==> src/rtl/sensor_window_averager.sv <==
// -----------------------------------------------------------------------------
// sensor_window_averager
//
// Front-end of the ambient controller. Accumulates raw temperature, humidity
// and luminous-intensity samples over a window of N = 2**LOG2_N accepted
// samples. At the end of each window it presents the truncated per-channel
// average to the controller through a valid/ready handshake.
//
// Parameters
//   DATA_WIDTH  temperature width; humidity is DATA_WIDTH+1 bits and
//               luminous intensity is DATA_WIDTH+4 bits
//   LOG2_N      window size exponent, legal range 1..6
//
// Ports
//   clk_i                 clock, all logic on the rising edge
//   reset_i               synchronous reset, active-high
//   enable_i              1 = run; 0 = flush the partial window and idle
//   sample_valid_i        raw sample triple is valid this cycle
//   temperature_raw_i     raw temperature        [DATA_WIDTH-1:0]
//   humidity_raw_i        raw humidity           [DATA_WIDTH:0]
//   luminous_raw_i        raw luminous intensity [DATA_WIDTH+3:0]
//   ready_i               downstream accepts the current average
//   valid_o               output registers hold an unconsumed window
//   temperature_o         averaged temperature
//   humidity_o            averaged humidity
//   luminous_intensity_o  averaged luminous intensity
//   overrun_o             1-cycle pulse: a completed window was dropped
//   overrun_cnt_o         saturating overrun count (OVERRUN_COUNT_EN only)
//   state_o               debug view of the FSM state (IDLE=0, ACCUM=1, HOLD=2)
//
// Build option
//   OVERRUN_COUNT_EN  when defined, adds overrun_cnt_o [7:0]; it counts
//                     overrun_o pulses, saturates at 255 and clears only on
//                     reset_i.
//
// Handshake: a window is transferred on every rising edge where
// valid_o && ready_i. valid_o is registered and, once high, stays high with
// stable data until that transfer happens; ready_i while valid_o=0 is ignored.
// -----------------------------------------------------------------------------
module sensor_window_averager #(
  parameter int DATA_WIDTH = 6,
  parameter int LOG2_N     = 2
) (
  input  logic                    clk_i,
  input  logic                    reset_i,
  input  logic                    enable_i,
  input  logic                    sample_valid_i,
  input  logic [DATA_WIDTH-1:0]   temperature_raw_i,
  input  logic [DATA_WIDTH:0]     humidity_raw_i,
  input  logic [DATA_WIDTH+3:0]   luminous_raw_i,
  input  logic                    ready_i,
  output logic                    valid_o,
  output logic [DATA_WIDTH-1:0]   temperature_o,
  output logic [DATA_WIDTH:0]     humidity_o,
  output logic [DATA_WIDTH+3:0]   luminous_intensity_o,
  output logic                    overrun_o,
`ifdef OVERRUN_COUNT_EN
  output logic [7:0]              overrun_cnt_o,
`endif
  output logic [1:0]              state_o
);

  localparam int TW = DATA_WIDTH;
  localparam int HW = DATA_WIDTH + 1;
  localparam int LW = DATA_WIDTH + 4;
  // Accumulators carry LOG2_N extra bits so N full-scale samples never wrap.
  localparam int TA = TW + LOG2_N;
  localparam int HA = HW + LOG2_N;
  localparam int LA = LW + LOG2_N;

  typedef enum logic [1:0] {
    IDLE  = 2'd0,
    ACCUM = 2'd1,
    HOLD  = 2'd2
  } state_t;

  state_t            state;
  logic [TA-1:0]     temp_acc;
  logic [HA-1:0]     hum_acc;
  logic [LA-1:0]     lum_acc;
  logic [LOG2_N-1:0] count;

  logic [TA-1:0]     temp_sum;
  logic [HA-1:0]     hum_sum;
  logic [LA-1:0]     lum_sum;
  logic              window_done;

  // Sums including the current sample; used both to accumulate and to form
  // the average on the completing sample, so that sample counts toward the
  // window it closes and nothing leaks into the next one.
  assign temp_sum = temp_acc + {{LOG2_N{1'b0}}, temperature_raw_i};
  assign hum_sum  = hum_acc  + {{LOG2_N{1'b0}}, humidity_raw_i};
  assign lum_sum  = lum_acc  + {{LOG2_N{1'b0}}, luminous_raw_i};

  // count holds samples already taken; all ones means this sample is the Nth.
  assign window_done = sample_valid_i && (&count);

  assign state_o = state;

  always_ff @(posedge clk_i) begin
    if (reset_i) begin
      state                <= IDLE;
      temp_acc             <= '0;
      hum_acc              <= '0;
      lum_acc              <= '0;
      count                <= '0;
      valid_o              <= 1'b0;
      temperature_o        <= '0;
      humidity_o           <= '0;
      luminous_intensity_o <= '0;
      overrun_o            <= 1'b0;
`ifdef OVERRUN_COUNT_EN
      overrun_cnt_o        <= '0;
`endif
    end else begin
      overrun_o <= 1'b0;
      if (!enable_i) begin
        // Flush: drop the partial window and any unconsumed output; the data
        // registers keep their last value.
        state    <= IDLE;
        temp_acc <= '0;
        hum_acc  <= '0;
        lum_acc  <= '0;
        count    <= '0;
        valid_o  <= 1'b0;
      end else begin
        case (state)
          IDLE: begin
            // Samples are not taken in the cycle the block wakes up.
            state <= ACCUM;
          end

          ACCUM: begin
            if (window_done) begin
              temperature_o        <= temp_sum[TA-1:LOG2_N];
              humidity_o           <= hum_sum[HA-1:LOG2_N];
              luminous_intensity_o <= lum_sum[LA-1:LOG2_N];
              valid_o              <= 1'b1;
              temp_acc             <= '0;
              hum_acc              <= '0;
              lum_acc              <= '0;
              count                <= '0;
              state                <= HOLD;
            end else if (sample_valid_i) begin
              temp_acc <= temp_sum;
              hum_acc  <= hum_sum;
              lum_acc  <= lum_sum;
              count    <= count + 1'b1;
            end
          end

          HOLD: begin
            if (window_done) begin
              temp_acc <= '0;
              hum_acc  <= '0;
              lum_acc  <= '0;
              count    <= '0;
              if (valid_o && ready_i) begin
                // Old window leaves as the new one arrives: no bubble.
                temperature_o        <= temp_sum[TA-1:LOG2_N];
                humidity_o           <= hum_sum[HA-1:LOG2_N];
                luminous_intensity_o <= lum_sum[LA-1:LOG2_N];
              end else begin
                // Output still owned by the consumer: drop the new window.
                overrun_o <= 1'b1;
`ifdef OVERRUN_COUNT_EN
                if (overrun_cnt_o != 8'hFF) begin
                  overrun_cnt_o <= overrun_cnt_o + 8'd1;
                end
`endif
              end
            end else begin
              if (sample_valid_i) begin
                temp_acc <= temp_sum;
                hum_acc  <= hum_sum;
                lum_acc  <= lum_sum;
                count    <= count + 1'b1;
              end
              if (valid_o && ready_i) begin
                valid_o <= 1'b0;
                state   <= ACCUM;
              end
            end
          end

          default: begin
            state <= IDLE;
          end
        endcase
      end
    end
  end

endmodule
==> config.mk <==
export PLATFORM = sky130hd
export DESIGN_NAME = sensor_window_averager
export DESIGN_NICKNAME = d
export VERILOG_FILES = /design/src/rtl/sensor_window_averager.sv
export SDC_FILE = /design/constraint.sdc
export NUM_CORES = 1
export LEC_CHECK = 0
export CORE_MARGIN = 2
export CORE_UTILIZATION = 45
export CTS_CLUSTER_DIAMETER = 150
export DETAILED_ROUTE_END_ITERATION = 8
export GPL_ROUTABILITY_DRIVEN = 0
export GPL_TIMING_DRIVEN = 0
export PLACE_DENSITY_LB_ADDON = 0.12
export SLEW_MARGIN = 15
export SYNTH_ARGS = -nofsm -noshare
export SYNTH_HDL_FRONTEND = slang
export SYNTH_SLANG_ARGS = --single-unit
export TNS_END_PERCENT = 50
==> constraint.sdc <==
create_clock -name clk_i -period 2.51 [get_ports clk_i]
set_clock_uncertainty 0.05 [all_clocks]
set_input_delay 0.502 -clock clk_i [delete_from_list [all_inputs] [get_ports clk_i]]
set_output_delay 0.502 -clock clk_i [all_outputs]
set_load 0.02 [all_outputs]
==> metrics.csv, run 1 <==
metric,value,unit
rrSetupSlack,0.24,ns
cts_buffers,9,
ys_warn_count,0,
endpoint_kind,flip-flop,
die_x,91.2,um
wirelength,9630,um
fmax,0.408,GHz
grt_pass1_vias,3196,
critPathKind,in2reg,
portBuffers,53,
maxCapViolations,0,
dpl.hpwl,7020,um
synth_area_leaders,"dfxtp_1, ha_1, a21oi_1",
grt_pass1_wl,15700,um
combPwrFrac,12.6,%
p_leak,1.68,nW
synthTopCellsByCount,"dfxtp_1, nand2_1, a21oi_1, nor2_1, ha_1",
switching_share,26.2,%
setup_tns,0,ns
die-area,8320,sq um
grt-ovfl-total,0,
synth_edf_count,0,
status,"finished, final reports clean",
setup_viol,0,
ir_worst_vdd,0.342,mV
crit_fanout,10,
fin_nets,540,
rows,31,
antenna_left,0,
cts.sinks,58,
yosysTopAreaCell,dfxtp_1,
reg2regPathDepth,7,
initial_utilization,46.9,%
r2r-end,temp_acc[1],
ys.flop_type,dfxtp_1,
intPower,0.00152,W
first_pass_iters,5,
clkLatencyLatePin,0.34,ns
avgRoutedWirePerCell,16.5,um
worst_pin_slew,0.910,ns
diodes,0,
async_flop_share,0,%
cts_hold_buf,0,
grt_max_degree,11,
rsz0062_at_grt,yes,
drc,0,
crit_required,2.67,ns
period_needed,2.45,ns
yosysSeqAreaShare,33.9,%
syn_area,3420,sq um
core,7290,sq um
maxSlewViolCount,0,
power.share.sequential,45.6,%
hold_path.class,reg2reg,
slew_headroom,39.3,%
power_density,477,nW/um^2
drive_gt1_share,6.79,%
viasPerCell,5.73,
grtUsageTotal,23.7,%
fp.dieH,91.2,um
drtIter0Drc,155,
synthCells,415,
clock-root-buffer,clkbuf_8,
hold-worst-slack,0.406,ns
grt_antenna_before_repair,0,
cp-endpoint,temp_acc[1],
arrival,2.61,ns
yosys_register_bits,58,
power.share.clock,41.8,%
crit_start,reset_i,
rr_startpoint,count[0],
syn_nets,473,
htreeDepth,3,
yosys.cell_types.count,55,
num_vias,3350,
hold_viol,0,
syn_avg_cell_area,8.25,sq um
clock_path_buffers,2,
cp-start-kind,input pin,
finalCritPeriodShare,97.6,%
fill_cells,724,
clk_pin_slew,0.06,ns
area_growth,25.8,%
hold_path_startpoint,temperature_o[0],
switching_power,0.000538,W
synth.top_cell.area_share,33.9,%
io_pins,55,
cts_tree,done,
synth.most_common_cell,dfxtp_1,
-- what timing repair did --
item,CTS,global route
cloned,0,0
resized for setup,3,6
pin swaps,2,8
setup buffers,2,1
setup endpoints to repair,2,9
-- worst max-delay path: stages --
cell	delay (ns)
clkdlybuf4s50_1	0.55
inv_1	0.16
nand2_1	0.29
clkbuf_1	0.48
buf_1	0.49
nor2_1	0.12
-- routing by layer --
| layer | up-vias | track usage, % | routed length (um) |
|---|---|---|---|
| li1 | 1670 | - | - |
| met1 | 1562 | 30.0 | 4280 |
| met2 | 99 | 39.9 | 4640 |
| met3 | 19 | 6.06 | 496 |
| met4 | 0 | 7.07 | 211 |
| met5 | - | 0 | 0 |
-- per-stage QoR --
stage | setup WS, ns | utilization, % | total power, W | cells | cell area, sq um
2_1_floorplan | 0.146 | - | 0.00111 | 415 | 3420
3_3_place_gp | -0.491 | 55.9 | 0.00120 | 567 | 4080
3_5_place_dp | -0.522 | 55.9 | 0.00121 | 567 | 4080
4_1_cts | 0.00513 | 58.9 | 0.00206 | 584 | 4290
5_1_grt | -0.0278 | 59.1 | 0.00213 | 585 | 4310
6_report | 0.0597 | 59.1 | 0.00205 | 585 | 4310
-- registers in the layout, summed over array words and instances, names as in the netlist, 2 cells and up --
signal / flops
count: 2
luminous_intensity_o: 10
temperature_o: 6
humidity_o: 7
temp_acc: 8
lum_acc: 12
state_o: 2
hum_acc: 9
-- worst min path at each step --
stage | slack, ns | depth (start not counted) | to
after floorplan | 0.37 | 2 | hum_acc[5]
after global placement | 0.39 | 2 | hum_acc[5]
after detailed placement | 0.40 | 2 | hum_acc[5]
after CTS | 0.41 | 2 | luminous_intensity_o[0]
after global routing | 0.42 | 2 | hum_acc[5]
final | 0.41 | 2 | temperature_o[0]
-- cells in the final DEF (no fill, tap or decap), drive strengths merged, types with 4 or more instances in the layout --
master and count:
a2111o 4, a211oi 8, a21o 7, a21oi 38
a22oi 10, a31oi 5, and3 9, buf 8
clkbuf 26, clkdlybuf4s50 51, dfxtp 58, ha 27
inv 18, nand2 40, nand3 21, nor2 36
nor2b 5, nor3 6, nor3b 4, nor4 6
o2111ai 4, o21a 7, o21ai 21, o311ai 5
or3 6, xnor2 7
-- power by group through the flow --
stage,clock network [W],logic (W),registers (W)
global route,0.000910,0.000284,0.000937
global placement,0,0.000247,0.000957
finish,0.000859,0.000258,0.000936
CTS,0.000865,0.000257,0.000936
detailed placement,0,0.000253,0.000957
floorplan,0,0.000151,0.000959
-- kinds of logic (layout without fill, tap and decap cells) --
| family | count (synthesis) | count (layout) | share of synthesized area, % |
|---|---|---|---|
| simple gates | 146 | 146 | 20.8 |
| compound gates | 133 | 133 | 26.6 |
| flops | 58 | 58 | 33.9 |
| buf+inv | 37 | 108 | 4.20 |
| fa+ha+maj | 30 | 30 | 11.6 |
| xor+xnor | 10 | 10 | 2.56 |
| mux | 1 | 1 | 0.292 |
-- area by class of cell --
type | instances | area [sq um] | share of cell area (%)
flip-flops and latches | 58 | 1160 | 27.0
well taps | 99 | 124 | 2.88
clock buffers | 12 | 145 | 3.37
clock inverters | 3 | 40.0 | 0.929
multi-input cells | 320 | 2130 | 49.5
inverters | 18 | 67.6 | 1.57
repair buffers | 56 | 558 | 13.0
plain buffers | 19 | 77.6 | 1.80
Power figures use the tool's default switching activity.
==> run 2: changes to the inputs <==
--- a/config.mk
+++ b/config.mk
@@ -6,7 +6,7 @@
 export NUM_CORES = 1
 export LEC_CHECK = 0
 export CORE_MARGIN = 2
-export CORE_UTILIZATION = 45
+export CORE_UTILIZATION = 54
 export CTS_CLUSTER_DIAMETER = 150
 export DETAILED_ROUTE_END_ITERATION = 8
 export GPL_ROUTABILITY_DRIVEN = 0
==> metrics.csv, run 2 (synthesis gave the netlist of run 1 again) <==
metric,value,unit,change
avgRoutedWirePerCell,16.5,um,about the same
fp.dieH,83.6,um,was 91.2 um
clkLatencyLatePin,0.34,ns,about the same
crit_fanout,3,,was 10
cts_hold_buf,0,,unchanged
htreeDepth,3,,unchanged
initial_utilization,54.9,%,was 46.9%
switching_share,26.8,%,was 26.2%
grt_antenna_before_repair,0,,unchanged
rr_startpoint,count[0],,unchanged
whs_path_depth,2,,unchanged
layout_commonest_cell,dfxtp_1,,unchanged
core,6240,sq um,was 7290 sq um
combPwrFrac,13.1,%,was 12.6%
antenna_left,0,,unchanged
grt_pass1_vias,3154,,"was 3,196"
intPower,0.00144,W,was 0.00152 W
clk_pin_slew,0.06,ns,about the same
area_growth,25.0,%,was 25.8%
final_cell_mix,"dfxtp_1, clkdlybuf4s50_1, nand2_1",,unchanged
power.share.sequential,47.7,%,was 45.6%
drive_gt1_share,7.17,%,was 6.79%
reg2regPathDepth,7,,unchanged
crit_required,2.74,ns,was 2.67 ns
worst_pin_slew,0.760,ns,was 0.910 ns
largest_reg_flops,12,,unchanged
clock_path_buffers,2,,unchanged
power.share.clock,39.2,%,was 41.8%
grtUsageTotal,26.8,%,was 23.7%
rrSetupSlack,0.15,ns,was 0.24 ns
seqCellArea,1160,sq um,unchanged
setup_viol,0,,unchanged
slew_headroom,49.3,%,was 39.3%
die_x,83.6,um,was 91.2 um
cp-start-kind,input pin,,unchanged
multi_input_area,2130,sq um,unchanged
cts_buffers,9,,unchanged
hold_path_startpoint,lum_acc[4],,was temperature_o[0]
dpl.hpwl,6650,um,was 7020 um
grt-ovfl-total,0,,unchanged
cts_tree,done,,unchanged
grt_max_degree,11,,unchanged
endpoint_kind,flip-flop,,unchanged
fmax,0.408,GHz,about the same
switching_power,0.000526,W,was 0.000538 W
io_pins,55,,unchanged
place_ws,-0.504,ns,was -0.522 ns
r2r-end,lum_acc[6],,was temp_acc[1]
grt_pass1_wl,15000,um,"was 15,700 um"
wirelength,9330,um,was 9630 um
maxSlewViolCount,0,,unchanged
finalCritPeriodShare,97.8,%,was 97.6%
max_stage_delay,0.49,ns,was 0.55 ns
cts.sinks,58,,unchanged
fill_cells,550,,was 724
num_vias,3445,,"was 3,350"
drc,0,,unchanged
ir_worst_vdd,0.338,mV,was 0.342 mV
rows,29,,was 31
top_regs,"lum_acc x12, luminous_intensity_o x10, hum_acc x9",,unchanged
period_needed,2.45,ns,about the same
hold_path_end,lum_acc[4],,was temperature_o[0]
status,"finished, final reports clean",,unchanged
diodes,0,,unchanged
path_cells,clkdlybuf4s50_1 > inv_1 > fa_2 > and2b_2 > o2111ai_4 > a211o_1 > a2111o_1 > nand3_1,,was clkdlybuf4s50_1 > inv_1 > nand2_1 > clkbuf_1 > buf_1 > nor2_1
largest_register,lum_acc,,unchanged
cp_slowest_cell,clkdlybuf4s50_1,,unchanged
power_density,459,nW/um^2,was 477 nW/um^2
layout_setup_ws,0.0561,ns,was 0.0597 ns
rsz0062_at_grt,no,,was yes
first_pass_iters,6,,was 5
final_util,68.5,%,was 59.1%
fin_nets,542,,was 540
die-area,6990,sq um,was 8320 sq um
viasPerCell,6.10,,was 5.73
p_leak,1.67,nW,was 1.68 nW
hold_viol,0,,unchanged
critPathKind,in2reg,,unchanged
drtIter0Drc,334,,was 155
maxCapViolations,0,,unchanged
arrival,2.69,ns,was 2.61 ns
hold_path.class,reg2reg,,unchanged
clock-root-buffer,clkbuf_8,,unchanged
portBuffers,53,,unchanged
[run 2: cell types whose count changed in the layout (fill, tap and decap cells not counted), sizes merged]
| cell | delta |
|---|---|
| clkbuf | +1 |
| dlymetal6s2s | -1 |
| clkdlybuf4s50 | +1 |
| clkinv | +1 |
| buf | +1 |
| bufinv | -1 |
[run 2: per-layer routing]
| metal | routed length [um] | vias to the layer above | global-route usage [%] | share of wire, % |
|---|---|---|---|---|
| li1 | - | 1680 | - | - |
| met4 | 213 | 0 | 11.7 | 2.3 |
| met1 | 4180 | 1635 | 34.4 | 45 |
| met3 | 462 | 21 | 5.24 | 5.0 |
| met2 | 4470 | 109 | 43.9 | 48 |
| met5 | 0 | - | 0 | 0 |
[run 2: power by group through the flow]
stage	clock network (W)	registers, W	logic, W
after floorplan	0	0.000959	0.000151
after global placement	0	0.000957	0.000244
after detailed placement	0	0.000957	0.000249
after CTS	0.000778	0.000937	0.000253
after global routing	0.000828	0.000937	0.000282
final	0.000771	0.000937	0.000257
[run 2: worst max-delay path: cells and delay by family]
kind                     cells  cell delay (ns)
AO/OA/AOI/OAI                3             0.89
adder cells (fa/ha/maj)      1             0.39
AND/OR/NAND/NOR              2             0.33
buffers and inverters        2             0.57
[run 2: stage by stage]
stage | hold slack, ns | instance area, sq um | instances | TNS (ns) | power, W
floorplan | 0.374 | 3420 | 415 | 0 | 0.00111
global placement | 0.392 | 4050 | 545 | -5.46 | 0.00120
detailed placement | 0.396 | 4050 | 545 | -5.97 | 0.00121
CTS | 0.410 | 4250 | 562 | 0 | 0.00197
global route | 0.426 | 4280 | 565 | 0 | 0.00205
finish | 0.407 | 4280 | 565 | 0 | 0.00197
[run 2: worst max path at each step]
| stage | start | endpoint | slack, ns | cells after the start |
|---|---|---|---|---|
| after floorplan | luminous_raw_i[0] | lum_acc[10] | 0.15 | 8 |
| after global placement | luminous_raw_i[0] | lum_acc[10] | -0.48 | 9 |
| after detailed placement | luminous_raw_i[0] | lum_acc[10] | -0.50 | 9 |
| after CTS | luminous_raw_i[0] | lum_acc[10] | 0.02 | 9 |
| after global routing | humidity_raw_i[0] | hum_acc[8] | 0.0009 | 9 |
| final | luminous_raw_i[1] | luminous_intensity_o[8] | 0.06 | 8 |
[run 2: area by class of cell]
type	count	share of cell area, %
plain buffers	19	1.81
clock buffers	12	3.63
clock inverters	3	0.351
inverters	18	1.58
multi-input cells	320	49.9
flip-flops and latches	58	27.1
well taps	77	2.25
repair buffers	58	13.3
[run 2: what timing repair did]
item,in CTS,in global routing
pin swaps,2,6
resized for setup,3,3
setup buffers,2,3
setup endpoints to repair,2,12
hold endpoints to repair,0,0
==> RTL edit, RTL diff (settings of run 1) <==
Set the parameter `DATA_WIDTH` to 3 (it was 6).
--- a/src/rtl/sensor_window_averager.sv
+++ b/src/rtl/sensor_window_averager.sv
@@ -40,3 +40,3 @@
 module sensor_window_averager #(
-  parameter int DATA_WIDTH = 6,
+  parameter int DATA_WIDTH = 3,
   parameter int LOG2_N     = 2
Ports: changed (6 resized); port bits go from 55 to 37. No check against the original RTL was run, so the function may have changed too.
==> RTL edit against run 1 <==
  * Wire length fell by 44%
  * Area after synthesis down 35%
  * Power is 35% lower
  * Critical path type unchanged
  * Setup slack improved by 0.024 ns
  * Final area is 35% lower
  * Largest cell class unchanged
  * Clock power down 36%
  * Sequential cell count shrank 18
  * Critical endpoint is now luminous_intensity_o[6]
  * Die area is 33% lower
  * Sequential share of layout area rose by 1.5 points
==> RTL edit: results (changes against run 1) <==
| Metric | Value |
|---|---|
| Critical Path Max Stage Delay | `0.40 ns (was 0.55 ns)` |
| Postcts setup bufs | `0 (was 2)` |
| First-pass GRT wire length | `8710 um (was 15,700 um)` |
| Number of global-route vias before repair | `1,899 (was 3,196)` |
| Via density | `5.60 (was 5.73)` |
| Max Clk Rate | `412 MHz (was 408 MHz)` |
| VDD IR max | `270 uV (was 342 uV)` |
| HP Start | `temp_acc[4] (was temperature_o[0])` |
| Post-synth ARST share | `0% (unchanged)` |
| Status | `completed (unchanged)` |
| Reg2reg end | `luminous_intensity_o[6] (was temp_acc[1])` |
| Pre-antenna DRT Iters | `4 (was 5)` |
| Worst-Skew Late Latency | `0.30 ns (was 0.34 ns)` |
| Max Fanout on Critical Path | `4 (was 10)` |
| Reg-to-reg slack, setup | `0.38 ns (was 0.24 ns)` |
| CTS clk-pin slew, worst paths | `0.08 ns (was 0.06 ns)` |
| Biggest regs | `lum_acc x9, luminous_intensity_o x7, hum_acc x6 (was lum_acc x12, luminous_intensity_o x10, hum_acc x9)` |
| Iter 0 DRT Violations | `71 (was 155)` |
| R2R depth | `6 (was 7)` |
| Synth Net Count | `293 (was 473)` |
| Synth unique cells | `51 (was 55)` |
| Worst r2r src | `lum_acc[0] (was count[0])` |
| Min-Delay Endpoint | `temp_acc[4] (was temperature_o[0])` |
| Routed WL | `5360 um (was 9630 um)` |
| Final HPWL DP | `3930 um (was 7020 um)` |
| Commonest cells post-synth | `40 x dfxtp_1, 24 x nor2_1, 21 x a21oi_1, 18 x ha_1, 16 x nand2_1 (was 58 x dfxtp_1, 39 x nand2_1, 38 x a21oi_1, 36 x nor2_1, 27 x ha_1)` |
| Pin count of the biggest net entering global routing | `15 (was 11)` |
| Lkg Pwr | `1.07 nW (was 1.68 nW)` |
| Share of cells above drive strength 1 | `6.06% (was 6.79%)` |
| Tightest Pin Transition | `0.651 ns (was 0.910 ns)` |
| CTS Buf Count | `5 (was 9)` |
| Seq/Total Area, Yosys | `35.8% (was 33.9%)` |
| GRT Overall Usage | `20.4% (was 23.7%)` |
| H-tree levels | `2 (was 3)` |
| Largest cells by area after synthesis | `dfxtp_1 36%, ha_1 10%, a21oi_1 4.7%, nor2_1 4.0%, nor3b_1 3.0% (was dfxtp_1 34%, ha_1 9.9%, a21oi_1 5.6%, nand2_1 4.3%, nor2_1 3.9%)` |
| Post-placement setup slack | `-0.423 ns (was -0.522 ns)` |
| Net total in the final layout | `336 (was 540)` |
| Final worst hold slack | `0.416 ns (was 0.406 ns)` |
## RTL edit: per-layer routing
layer | part of all wire, % | global-route usage (%) | up-vias
met3 | 3.9 | 4.34 | 9
met4 | 1.7 | 6.15 | 0
met2 | 45 | 31.9 | 41
met1 | 50 | 28.4 | 957
li1 | - | - | 1032
met5 | 0 | 0 | -
## RTL edit: worst max path at each step
stage / cells after the start / start / to
after floorplan: 6 / luminous_raw_i[0] / luminous_intensity_o[6]
after global placement: 7 / luminous_raw_i[0] / luminous_intensity_o[6]
after detailed placement: 7 / luminous_raw_i[0] / luminous_intensity_o[6]
after CTS: 7 / luminous_raw_i[0] / luminous_intensity_o[6]
after global routing: 7 / luminous_raw_i[0] / lum_acc[8]
final: 7 / luminous_raw_i[0] / luminous_intensity_o[6]
## RTL edit: repair_timing
item,CTS,global route
endpoints found under the setup margin,2,3
gates cloned,0,0
pin swaps,2,1
resized for setup,2,1
## RTL edit: cell families (layout without fill, tap and decap cells)
kind of cell	Yosys count	in the layout	share of synthesized area (%)
AOI/OAI and AO/OA	74	74	23.7
DFF	40	40	35.8
and+or+nand+nor	92	92	21.7
xor gates and xnor gates	7	7	2.74
adders and majority gates	21	21	12.8
buffers and inverters	19	63	3.30
## RTL edit: metrics by stage
stage | instance area (um^2) | std cells | TNS (ns)
3_5_place_dp | 2680 | 356 | -1.88
3_3_place_gp | 2680 | 356 | -1.58
5_1_grt | 2810 | 364 | -0.0166
4_1_cts | 2810 | 364 | 0
2_1_floorplan | 2230 | 253 | 0
6_report | 2810 | 364 | 0
## RTL edit: worst max-delay path: cells and delay by family
kind | cells | cell delay, ns
compound gates | 4 | 1.05
fa+ha+maj | 2 | 0.62
buf+inv | 1 | 0.40
## RTL edit: area by class of cell
type / instances / area (um^2)
Fill cell: 460 / 1940
Inverter: 7 / 26.3
Clock buffer: 5 / 68.8
Timing Repair Buffer: 36 / 360
Tap cell: 67 / 83.8
Clock inverter: 3 / 46.3
Buffer: 12 / 47.5
Multi-Input combinational cell: 194 / 1380
Sequential cell: 40 / 801
## RTL edit: power by group
part | switching, mW | internal [mW]
sequential | 0.00340 | 0.638
clock | 0.250 | 0.300
combinational | 0.0757 | 0.0649
total | 0.329 | 1.00
